===== src/rtl/ctrl_pkg.sv =====
// Shared encodings for the multi-cycle MIPS control FSM: opcodes, states,
// ALU control, mux selects and the op-class one-hot bit positions.
package ctrl_pkg;

   localparam logic [5:0] OP_R    = 6'b000000;
   localparam logic [5:0] OP_LW   = 6'b100011;
   localparam logic [5:0] OP_SW   = 6'b101011;
   localparam logic [5:0] OP_BEQ  = 6'b000100;
   localparam logic [5:0] OP_BNE  = 6'b000101;
   localparam logic [5:0] OP_J    = 6'b000010;
   localparam logic [5:0] OP_ADDI = 6'b001000;
   localparam logic [5:0] OP_SLTI = 6'b001010;
   localparam logic [5:0] OP_ANDI = 6'b001100;
   localparam logic [5:0] OP_ORI  = 6'b001101;

   typedef enum logic [3:0] {
      FETCH, DECODE, MEMADR, MEMRD, MEMWB, MEMWR, EXEC,
      ALUWB, IEXEC, IWB, BRANCH, JUMP, TRAP, HALT
   } state_t;

   localparam logic [2:0] ALU_ADD   = 3'b000;
   localparam logic [2:0] ALU_SUB   = 3'b001;
   localparam logic [2:0] ALU_FUNCT = 3'b010;
   localparam logic [2:0] ALU_AND   = 3'b011;
   localparam logic [2:0] ALU_OR    = 3'b100;
   localparam logic [2:0] ALU_SLT   = 3'b101;

   localparam logic [1:0] SRCB_B      = 2'b00;
   localparam logic [1:0] SRCB_4      = 2'b01;
   localparam logic [1:0] SRCB_IMM    = 2'b10;
   localparam logic [1:0] SRCB_IMM_SH = 2'b11;

   localparam logic [1:0] PCSRC_ALU    = 2'b00;
   localparam logic [1:0] PCSRC_ALUOUT = 2'b01;
   localparam logic [1:0] PCSRC_JUMP   = 2'b10;

   localparam int CLS_W      = 6;
   localparam int CLS_MEM    = 0;
   localparam int CLS_RTYPE  = 1;
   localparam int CLS_BRANCH = 2;
   localparam int CLS_JUMP   = 3;
   localparam int CLS_ITYPE  = 4;
   localparam int CLS_ILL    = 5;

endpackage


===== src/rtl/multi_cycle_op_class.sv =====
// Combinational opcode classifier; exactly one class bit is set for any op.
module multi_cycle_op_class
   import ctrl_pkg::*;
(
   input  logic [5:0]       i_op,
   output logic [CLS_W-1:0] o_cls
);

   always_comb begin
      o_cls = '0;
      case (i_op)
         OP_LW, OP_SW:                      o_cls[CLS_MEM]    = 1'b1;
         OP_R:                              o_cls[CLS_RTYPE]  = 1'b1;
         OP_BEQ, OP_BNE:                    o_cls[CLS_BRANCH] = 1'b1;
         OP_J:                              o_cls[CLS_JUMP]   = 1'b1;
         OP_ADDI, OP_SLTI, OP_ANDI, OP_ORI: o_cls[CLS_ITYPE]  = 1'b1;
         default:                           o_cls[CLS_ILL]    = 1'b1;
      endcase
   end

endmodule


===== src/rtl/multi_cycle_ctrl_fsm.sv =====
// Moore control FSM for the multi-cycle MIPS datapath with memory-ready timeout.
// Optional perf counters are built when CTRL_PERF_CNT_EN is defined.
//   FETCH/DECODE   | IR load + PC+4 / branch target precompute, dispatch
//   MEMADR..MEMWR  | address calc, load read, load writeback, store
//   EXEC/ALUWB     | R-type execute / writeback
//   IEXEC/IWB      | immediate execute / writeback
//   BRANCH/JUMP    | conditional / unconditional PC update
//   TRAP/HALT      | unsupported opcode / memory timeout (exit only by reset)
module multi_cycle_ctrl_fsm
   import ctrl_pkg::*;
#(
   parameter int ALUOP_W      = 3,
   parameter int MEM_WAIT_MAX = 8
) (
   input  logic               clk,
   input  logic               rst_n,
   input  logic [5:0]         op,
   input  logic               mem_ready,
   output logic               mem_req,
   output logic               iord,
   output logic               ir_write,
   output logic               pc_write,
   output logic               branch_eq,
   output logic               branch_ne,
   output logic               alu_src_a,
   output logic [1:0]         alu_src_b,
   output logic               imm_zext,
   output logic [ALUOP_W-1:0] alu_op,
   output logic               reg_dst,
   output logic               mem_to_reg,
   output logic               reg_write,
   output logic               mem_write,
   output logic [1:0]         pc_src,
   output logic               instr_done,
   output logic               illegal,
   output logic               err
`ifdef CTRL_PERF_CNT_EN
   ,
   output logic [31:0]        perf_cycles,
   output logic [31:0]        perf_instret
`endif
);

   localparam int CNT_W = (MEM_WAIT_MAX < 2) ? 1 : $clog2(MEM_WAIT_MAX + 1);

   state_t           r_state, w_next;
   logic [CNT_W-1:0] r_wait_cnt;
   logic             r_err;
   logic [CLS_W-1:0] w_cls;
   logic             w_req_state, w_timeout;
   logic [2:0]       w_alu_op;

   multi_cycle_op_class u_op_class (
      .i_op  (op),
      .o_cls (w_cls)
   );

   assign w_req_state = (r_state == FETCH) || (r_state == MEMRD) || (r_state == MEMWR);
   // Timeout fires on the wait cycle that would bring the count to the limit.
   assign w_timeout   = (MEM_WAIT_MAX > 0) && w_req_state && !mem_ready &&
                        ((32'(r_wait_cnt) + 32'd1) == 32'(MEM_WAIT_MAX));

   always_ff @(posedge clk or negedge rst_n) begin
      if (!rst_n) begin
         r_state    <= FETCH;
         r_wait_cnt <= '0;
         r_err      <= 1'b0;
      end else begin
         r_state <= w_next;
         if (w_timeout)
            r_err <= 1'b1;
         if (w_req_state && !mem_ready && (w_next == r_state))
            r_wait_cnt <= r_wait_cnt + CNT_W'(1);
         else
            r_wait_cnt <= '0;
      end
   end

   always_comb begin
      w_next = r_state;
      case (r_state)
         FETCH:  if (mem_ready) w_next = DECODE;
         DECODE: begin
            if (w_cls[CLS_MEM])         w_next = MEMADR;
            else if (w_cls[CLS_RTYPE])  w_next = EXEC;
            else if (w_cls[CLS_BRANCH]) w_next = BRANCH;
            else if (w_cls[CLS_JUMP])   w_next = JUMP;
            else if (w_cls[CLS_ITYPE])  w_next = IEXEC;
            else if (w_cls[CLS_ILL])    w_next = TRAP;
         end
         MEMADR: w_next = (op == OP_SW) ? MEMWR : MEMRD;
         MEMRD:  if (mem_ready) w_next = MEMWB;
         MEMWR:  if (mem_ready) w_next = FETCH;
         EXEC:   w_next = ALUWB;
         IEXEC:  w_next = IWB;
         MEMWB, ALUWB, IWB, BRANCH, JUMP, TRAP: w_next = FETCH;
         HALT:   w_next = HALT;
         default: w_next = FETCH;
      endcase
      if (w_timeout)
         w_next = HALT;
   end

   always_comb begin
      mem_req    = 1'b0;
      iord       = 1'b0;
      ir_write   = 1'b0;
      pc_write   = 1'b0;
      branch_eq  = 1'b0;
      branch_ne  = 1'b0;
      alu_src_a  = 1'b0;
      alu_src_b  = SRCB_B;
      imm_zext   = 1'b0;
      w_alu_op   = ALU_ADD;
      reg_dst    = 1'b0;
      mem_to_reg = 1'b0;
      reg_write  = 1'b0;
      mem_write  = 1'b0;
      pc_src     = PCSRC_ALU;
      instr_done = 1'b0;
      illegal    = 1'b0;
      // Outputs are forced low for the whole reset interval, not just after an edge.
      if (rst_n) begin
         case (r_state)
            FETCH: begin
               mem_req   = 1'b1;
               alu_src_b = SRCB_4;
               ir_write  = mem_ready;
               pc_write  = mem_ready;
            end
            DECODE: alu_src_b = SRCB_IMM_SH;
            MEMADR: begin
               alu_src_a = 1'b1;
               alu_src_b = SRCB_IMM;
            end
            MEMRD: begin
               mem_req = 1'b1;
               iord    = 1'b1;
            end
            MEMWB: begin
               reg_write  = 1'b1;
               mem_to_reg = 1'b1;
               instr_done = 1'b1;
            end
            MEMWR: begin
               mem_req    = 1'b1;
               iord       = 1'b1;
               mem_write  = mem_ready;
               instr_done = mem_ready;
            end
            EXEC: begin
               alu_src_a = 1'b1;
               w_alu_op  = ALU_FUNCT;
            end
            ALUWB: begin
               reg_write  = 1'b1;
               reg_dst    = 1'b1;
               instr_done = 1'b1;
            end
            IEXEC: begin
               alu_src_a = 1'b1;
               alu_src_b = SRCB_IMM;
               case (op)
                  OP_SLTI: w_alu_op = ALU_SLT;
                  OP_ANDI: begin w_alu_op = ALU_AND; imm_zext = 1'b1; end
                  OP_ORI:  begin w_alu_op = ALU_OR;  imm_zext = 1'b1; end
                  default: w_alu_op = ALU_ADD;
               endcase
            end
            IWB: begin
               reg_write  = 1'b1;
               instr_done = 1'b1;
            end
            BRANCH: begin
               alu_src_a  = 1'b1;
               w_alu_op   = ALU_SUB;
               pc_src     = PCSRC_ALUOUT;
               branch_eq  = (op == OP_BEQ);
               branch_ne  = (op == OP_BNE);
               instr_done = 1'b1;
            end
            JUMP: begin
               pc_write   = 1'b1;
               pc_src     = PCSRC_JUMP;
               instr_done = 1'b1;
            end
            TRAP:    illegal = 1'b1;
            default: ;
         endcase
      end
   end

   assign alu_op = ALUOP_W'(w_alu_op);
   assign err    = r_err;

`ifdef CTRL_PERF_CNT_EN
   logic [31:0] r_perf_cycles, r_perf_instret;

   always_ff @(posedge clk or negedge rst_n) begin
      if (!rst_n) begin
         r_perf_cycles  <= '0;
         r_perf_instret <= '0;
      end else begin
         if (r_state != HALT)
            r_perf_cycles <= r_perf_cycles + 32'd1;
         if (instr_done)
            r_perf_instret <= r_perf_instret + 32'd1;
      end
   end

   assign perf_cycles  = r_perf_cycles;
   assign perf_instret = r_perf_instret;
`endif

endmodule


===== config.mk =====
export PLATFORM = sky130hd
export DESIGN_NAME = multi_cycle_ctrl_fsm
export DESIGN_NICKNAME = d
export VERILOG_FILES = /design/src/rtl/ctrl_pkg.sv /design/src/rtl/multi_cycle_op_class.sv /design/src/rtl/multi_cycle_ctrl_fsm.sv
export SDC_FILE = /design/constraint.sdc
export NUM_CORES = 1
export LEC_CHECK = 0
export BUFFER_PORTS_ARGS = -buffer_cell sky130_fd_sc_hd__clkbuf_2
export CORE_AREA = 2 2 45 51
export CTS_BUF_LIST = sky130_fd_sc_hd__clkbuf_16
export DETAILED_ROUTE_END_ITERATION = 7
export DIE_AREA = 0 0 47 53
export PLACE_DENSITY = 0.76
export SYNTH_ARGS = -nofsm -noshare
export SYNTH_HDL_FRONTEND = slang
export SYNTH_SLANG_ARGS = --single-unit

===== constraint.sdc =====
create_clock -name clk -period 4.92 [get_ports clk]
set_input_delay 1.23 -clock clk [delete_from_list [all_inputs] [get_ports clk]]
set_output_delay 1.23 -clock clk [all_outputs]
set_load 0.01 [all_outputs]

=== Yosys cells after proc, flatten, opt, wreduce, memory -nomap -nowiden ===
Index checks and enable logic that the tools add are counted.

* Add/sub/neg operators: 2
* $mul: 0
* Div/mod/pow operators: 0
* $lt $le $gt $ge: 0
* Equality and inequality tests: 24
* Shift operators: 0
* Muxes and demuxes: 54
* Bitwise gates (word level): 0
* Reduce and logical (&&, ||, !) cells: 19

{| class="wikitable"
|+ Operator list
! operator !! number
|-
| 2-to-1 mux 4 bit || 11
|-
| 2-to-1 mux 1 bit || 32
|-
| one-hot mux 4 bit (8 select lines) || 1
|-
| == test 4 bit, second input constant || 6
|-
| == test 6 x 4 -> 1 bit, second input constant || 4
|-
| one-hot mux 3 bit (3 select lines) || 2
|-
| == test 4 x 3 -> 1 bit, second input constant || 4
|-
| == test 6 x 3 -> 1 bit, second input constant || 2
|-
| == test 6 bit, second input constant || 2
|-
| OR reduction 10 bit || 1
|-
| OR reduction 2 bit || 5
|-
| == test 4 x 2 -> 1 bit, second input constant || 2
|-
| OR reduction 4 bit || 2
|-
| == test 6 x 2 -> 1 bit, second input constant || 1
|-
| logical NOT 6 bit || 1
|-
| 2-to-1 mux 3 bit || 2
|-
| one-hot mux 2 bit (3 select lines) || 1
|-
| OR reduction 3 bit || 2
|-
| adder 4 x 1 -> 5 bit, second input constant || 1
|-
| == test 5 x 4 -> 1 bit, second input constant || 1
|-
| OR reduction 5 bit || 1
|-
| adder 4 x 1 -> 4 bit, second input constant || 1
|-
| == test 4 x 1 -> 1 bit, second input constant || 1
|-
| == test 4 bit || 1
|-
| other kinds (7) || 12
|}

* Flip-flop bits (word level): 9
* Latch bits: 0
* Memory bits (writable): 0
* Bits in read-only memories: 0
* Input port bits: 9
* Output and inout port bits: 22
* Memories: 0

=== Logic depth before layout (Yosys ltp) ===
* Depth in word-level cells: 13
* Mapped depth: 6
* Gate-level depth less buffers: 5

=== Cells and area by module ===
A second synthesis with hierarchy kept.

* Cells, all modules: 147
* Area, all modules: 1081.0 sq um

{| class="wikitable"
|+ By module, submodules not included
! module !! times used !! cells an instance !! area an instance (sq um) !! sequential area each (sq um)
|-
| multi_cycle_ctrl_fsm || 1 || 134 || 983.4 || 225.2
|-
| multi_cycle_op_class || 1 || 13 || 97.6 || 0.0
|}

=== Worst setup path after synthesis ===
No wires, ideal clock.

* Path kind: input to output
* Start point: in op[1]
* End point: out alu_op[1]
* Data arrival time: 2.241 ns
* Path slack: 1.449 ns
* Stages on the path: 4
* Path through: nand2b_1 clkbuf_1 or4_1 a21oi_1

* Word-level cells in the longest chain between the ends: 4

{| class="wikitable"
|+ Ends and longest elaborated chain
! what !! line !! source
|-
| from (decl) || multi_cycle_ctrl_fsm.sv:17 || <nowiki>input logic [5:0] op,</nowiki>
|-
| == test 6 x 4 -> 1 bit || multi_cycle_ctrl_fsm.sv:163 || <nowiki>case (op)</nowiki>
|-
| one-hot mux 3 bit (3 select lines) (*) || multi_cycle_ctrl_fsm.sv:163 ||
|-
| one-hot mux 3 bit (3 select lines) (*) || multi_cycle_ctrl_fsm.sv:124 || <nowiki>case (r_state)</nowiki>
|-
| 2-to-1 mux 3 bit (*) || multi_cycle_ctrl_fsm.sv:123 || <nowiki>if (rst_n) begin</nowiki>
|-
| to (decl) || multi_cycle_ctrl_fsm.sv:28 || <nowiki>output logic [ALUOP_W-1:0] alu_op,</nowiki>
|}

Mark *: on every way between the ends. The rest lies on a longest branch, timed or not.

=== Final worst setup path ===
* Start point: in rst_n
* End point: out alu_op[2]

* Word-level cells in the longest chain between the ends: 1

{| class="wikitable"
|+ Ends and longest elaborated chain
! what !! line !! source
|-
| from (decl) || multi_cycle_ctrl_fsm.sv:16 || <nowiki>input logic rst_n,</nowiki>
|-
| 2-to-1 mux 3 bit || multi_cycle_ctrl_fsm.sv:123 ||
|}

No other way between the ends.

==> flow_summary.toml <==
[synth]
syn_inst = 141
synth_top_area_share_pct = 22.4
ys.warnings.count = 0
asyncSetResetFlopFracSynth_pct = 100
synth.yosys.seq_area_share_pct = 22.4
ys_top_cells_by_area = "sky130_fd_sc_hd__dfrtp_1 (22%), sky130_fd_sc_hd__nor2_1 (8.2%), sky130_fd_sc_hd__nand2b_1 (7.5%)"
post_synth_instance_area_um2 = 1010
synth_nets = 152
synthDominantAreaCellType = "sky130_fd_sc_hd__dfrtp_1"
synth-edff-count = 0
post_synth.cell_area_avg_um2 = 7.13
synth.lib_cells_used.distinct = 42
synth_seq_cells = 9
synth_ff_type = "sky130_fd_sc_hd__dfrtp_1"

[clock_network]
cts_hold_buf = 0
cts_tree = "done"
post_cts_resize_count = 0
clk_path_buf_depth = 2
cts.htree.levels = 1
cts_made_buffers = 3
clk_pin_slew_worst_paths_ns = 0.04
root_buffer = "sky130_fd_sc_hd__clkbuf_16"
clk-insertion-delay-late_ns = 0.23
post-cts-setup-buffer-count = 0
cts.sinks = 9

[critical_path]
cp_data_arrival_time_ns = 2.52
worstReg2RegStart = "r_wait_cnt[0]$_DFF_PN0_"
cp_max_fo = 18
criticalPathCategory = "input port to output pin"
cp-start-kind = "input port"
timing.reg2reg.setup_slack_ns = 3.07
crit-reg2reg-capture = "r_state[0]$_DFF_PN0_"
required_ns = 3.69
worst_r2r_path_depth = 5
cp-end-kind = "output pin"

[global_route]
grt_first_pass_wirelength_mm = 4.02
total_grt_overflow = 0
antenna_found_initial = 0
grt_use_met3_pct = 1.02
global_route.usage.met1_pct = 28.2
grt_use_total_pct = 22.1
largest_net_degree_at_the_start_of_global_routing = 24
number_of_global_route_vias_before_repair = 942
global_route.peak_usage_layer = "met2"
globalRouteMet2Util_pct = 38.8

[placed_design]
gp_congestion = 0.783
dpl.hpwl_mm = 1.86
number_of_placed_instances_with_taps_included = 190
placed_cell_area_um2 = 1150
io_buffer_count = 30

[cells_and_area]
area_delta_synth_final_pct = 22.3
fin_nets = 178
post_route_cells_drive_above_1_share_pct = 23.5
n_fill_cell = 198
post_layout_nonfiller_instances = 194
final_design_area_no_fill_um2 = 1230
insertedDiodeCount = 0

[floorplanning]
std_cell_rows = 17
io_pins = 31
placeableCoreArea_um2 = 1960
initial_utilization_pct = 51.4
chipHeight_um = 53
design.die.area_um2 = 2490
die_w_um = 47

[min_path]
hold_path_startpoint = "err$_DFFE_PN0P_"
hold_end = "err$_DFFE_PN0P_"
worstHoldPathType = "flip-flop to flip-flop"
hold-path-cell-count = 1

[pwr]
power.static_leakage_nw = 0.536
p_per_area_nw_per_um2 = 431
power.ir.vdd_worst_mv = 0.376

[sta]
final_min_period_over_clock_period_pct = 76.1
finalHoldViolations = 0
worst_clock_skew_ns = 0.000815
tns_ns = 0
tightest_pin_transition_ns = 0.697
max-slew-margin-rel_pct = 53.6
grt_setup_unrepaired = "false"
worst_hold_check_slack_ns = 0.483
final.min_clock_period_ns = 3.75
setup_violations = 0
clock.fmax_ghz = 0.267
timing_max_transition_violations_final = 0

[drt]
route.final.wire_length_mm = 2.39
number_of_antenna_violating_nets_in_the_routed_design = 0
dr.pass1.iters = 4
drt_drc_violations_left = 0
dr_total_vias = 1095
route.detailed.vias_per_inst = 5.64
dr.first_iter.drc_count = 14
wl_per_cell_um = 12.3

[flow_run]
cap_violations = 0

[status]
outcome = "complete, no violations"
-- Yosys cell counts, types with 2 or more instances --
master,number
sky130_fd_sc_hd__nor4_1,4
sky130_fd_sc_hd__inv_1,6
sky130_fd_sc_hd__nand4b_1,2
sky130_fd_sc_hd__o32ai_1,2
sky130_fd_sc_hd__nor2_1,22
sky130_fd_sc_hd__or2_2,2
sky130_fd_sc_hd__nor3_1,8
sky130_fd_sc_hd__xor2_1,3
sky130_fd_sc_hd__nand3b_1,3
sky130_fd_sc_hd__or4_1,2
sky130_fd_sc_hd__buf_2,6
sky130_fd_sc_hd__a21oi_1,6
sky130_fd_sc_hd__o211ai_1,3
sky130_fd_sc_hd__nand3_1,2
sky130_fd_sc_hd__nand2_1,11
sky130_fd_sc_hd__ha_1,2
sky130_fd_sc_hd__a31oi_1,2
sky130_fd_sc_hd__dfrtp_1,9
sky130_fd_sc_hd__o21ai_0,6
sky130_fd_sc_hd__or3_1,2
sky130_fd_sc_hd__clkbuf_1,2
sky130_fd_sc_hd__nand2b_1,12
sky130_fd_sc_hd__nor2b_1,4
sky130_fd_sc_hd__xnor2_1,2
-- flip-flops by register name, summed over array words and instances (netlist names) --
| register | cells |
|---|---|
| r_wait_cnt | 4 |
| err | 1 |
| r_state | 4 |
-- critical path, stage by stage --
cell and delay, ns:
sky130_fd_sc_hd__clkbuf_2 0.33, sky130_fd_sc_hd__nand3b_1 0.23, sky130_fd_sc_hd__or4_1 0.48, sky130_fd_sc_hd__nor2_1 0.12
sky130_fd_sc_hd__clkbuf_2 0.13
-- final cells by class --
type	instances	area (um^2)	area share [%]
inverter	6	22.5	1.83
tap	28	35.0	2.85
clock inverter	1	5.00	0.407
multi-input combinational	117	717	58.3
timing repair buffer	30	150	12.2
sequential	9	225	18.3
clock buffer	3	75.1	6.10
-- metrics by stage --
step / power (mW) / util, % / worst slack, ns
6_report: 0.530 / 62.9 / 1.17
5_1_grt: 0.577 / 62.9 / 1.04
4_1_cts: 0.533 / 62.9 / 1.16
3_5_place_dp: 0.388 / 58.8 / 1.16
3_3_place_gp: 0.380 / 58.8 / 1.20
2_1_floorplan: 0.329 / - / 1.45
-- cell usage in the layout (no fill, tap or decap), drive strengths merged, types with 2 or more instances in the layout --
cell type	Yosys	routed
clkbuf	2	33
nor2	22	22
nand2b	12	12
nand2	11	11
dfrtp	9	9
nor3	8	8
o21ai	6	6
inv	6	6
a21oi	6	6
nor2b	4	4
nor4	4	4
o211ai	3	3
nand3b	3	3
xor2	3	3
nand4b	2	2
or3	2	2
nand3	2	2
o32ai	2	2
or2	2	2
or4	2	2
a31oi	2	2
xnor2	2	2
ha	2	2
-- worst max path at each step --
stage,end,depth (start not counted),start
after floorplan,alu_op[1],4,op[1]
after global placement,alu_op[2],5,rst_n
after detailed placement,alu_op[2],5,rst_n
after CTS,alu_op[2],5,rst_n
after global routing,alu_op[2],5,rst_n
final,alu_op[2],5,rst_n
-- per-layer routing --
metal	part of all wire (%)	wire, um
met1	43	1020
met2	52	1250
met3	3.6	86
met4	1.3	31
met5	0	0
-- where the power goes --
group          internal (mW)  switching, mW  leakage (nW)
sequential            0.0905         0.0695         0.121
clock                  0.107         0.0351        0.0409
combinational          0.105          0.123         0.374
-- logic make-up after synthesis --
| family | share of synthesized area, % |
|---|---|
| buffers and inverters | 6.34 |
| AOI/OAI and AO/OA | 19.8 |
| DFF | 22.4 |
| xor gates and xnor gates | 4.35 |
| and+or+nand+nor | 42.5 |
| muxes | 2.11 |
| adders and majority gates | 2.49 |
Power figures use the tool's default switching activity.
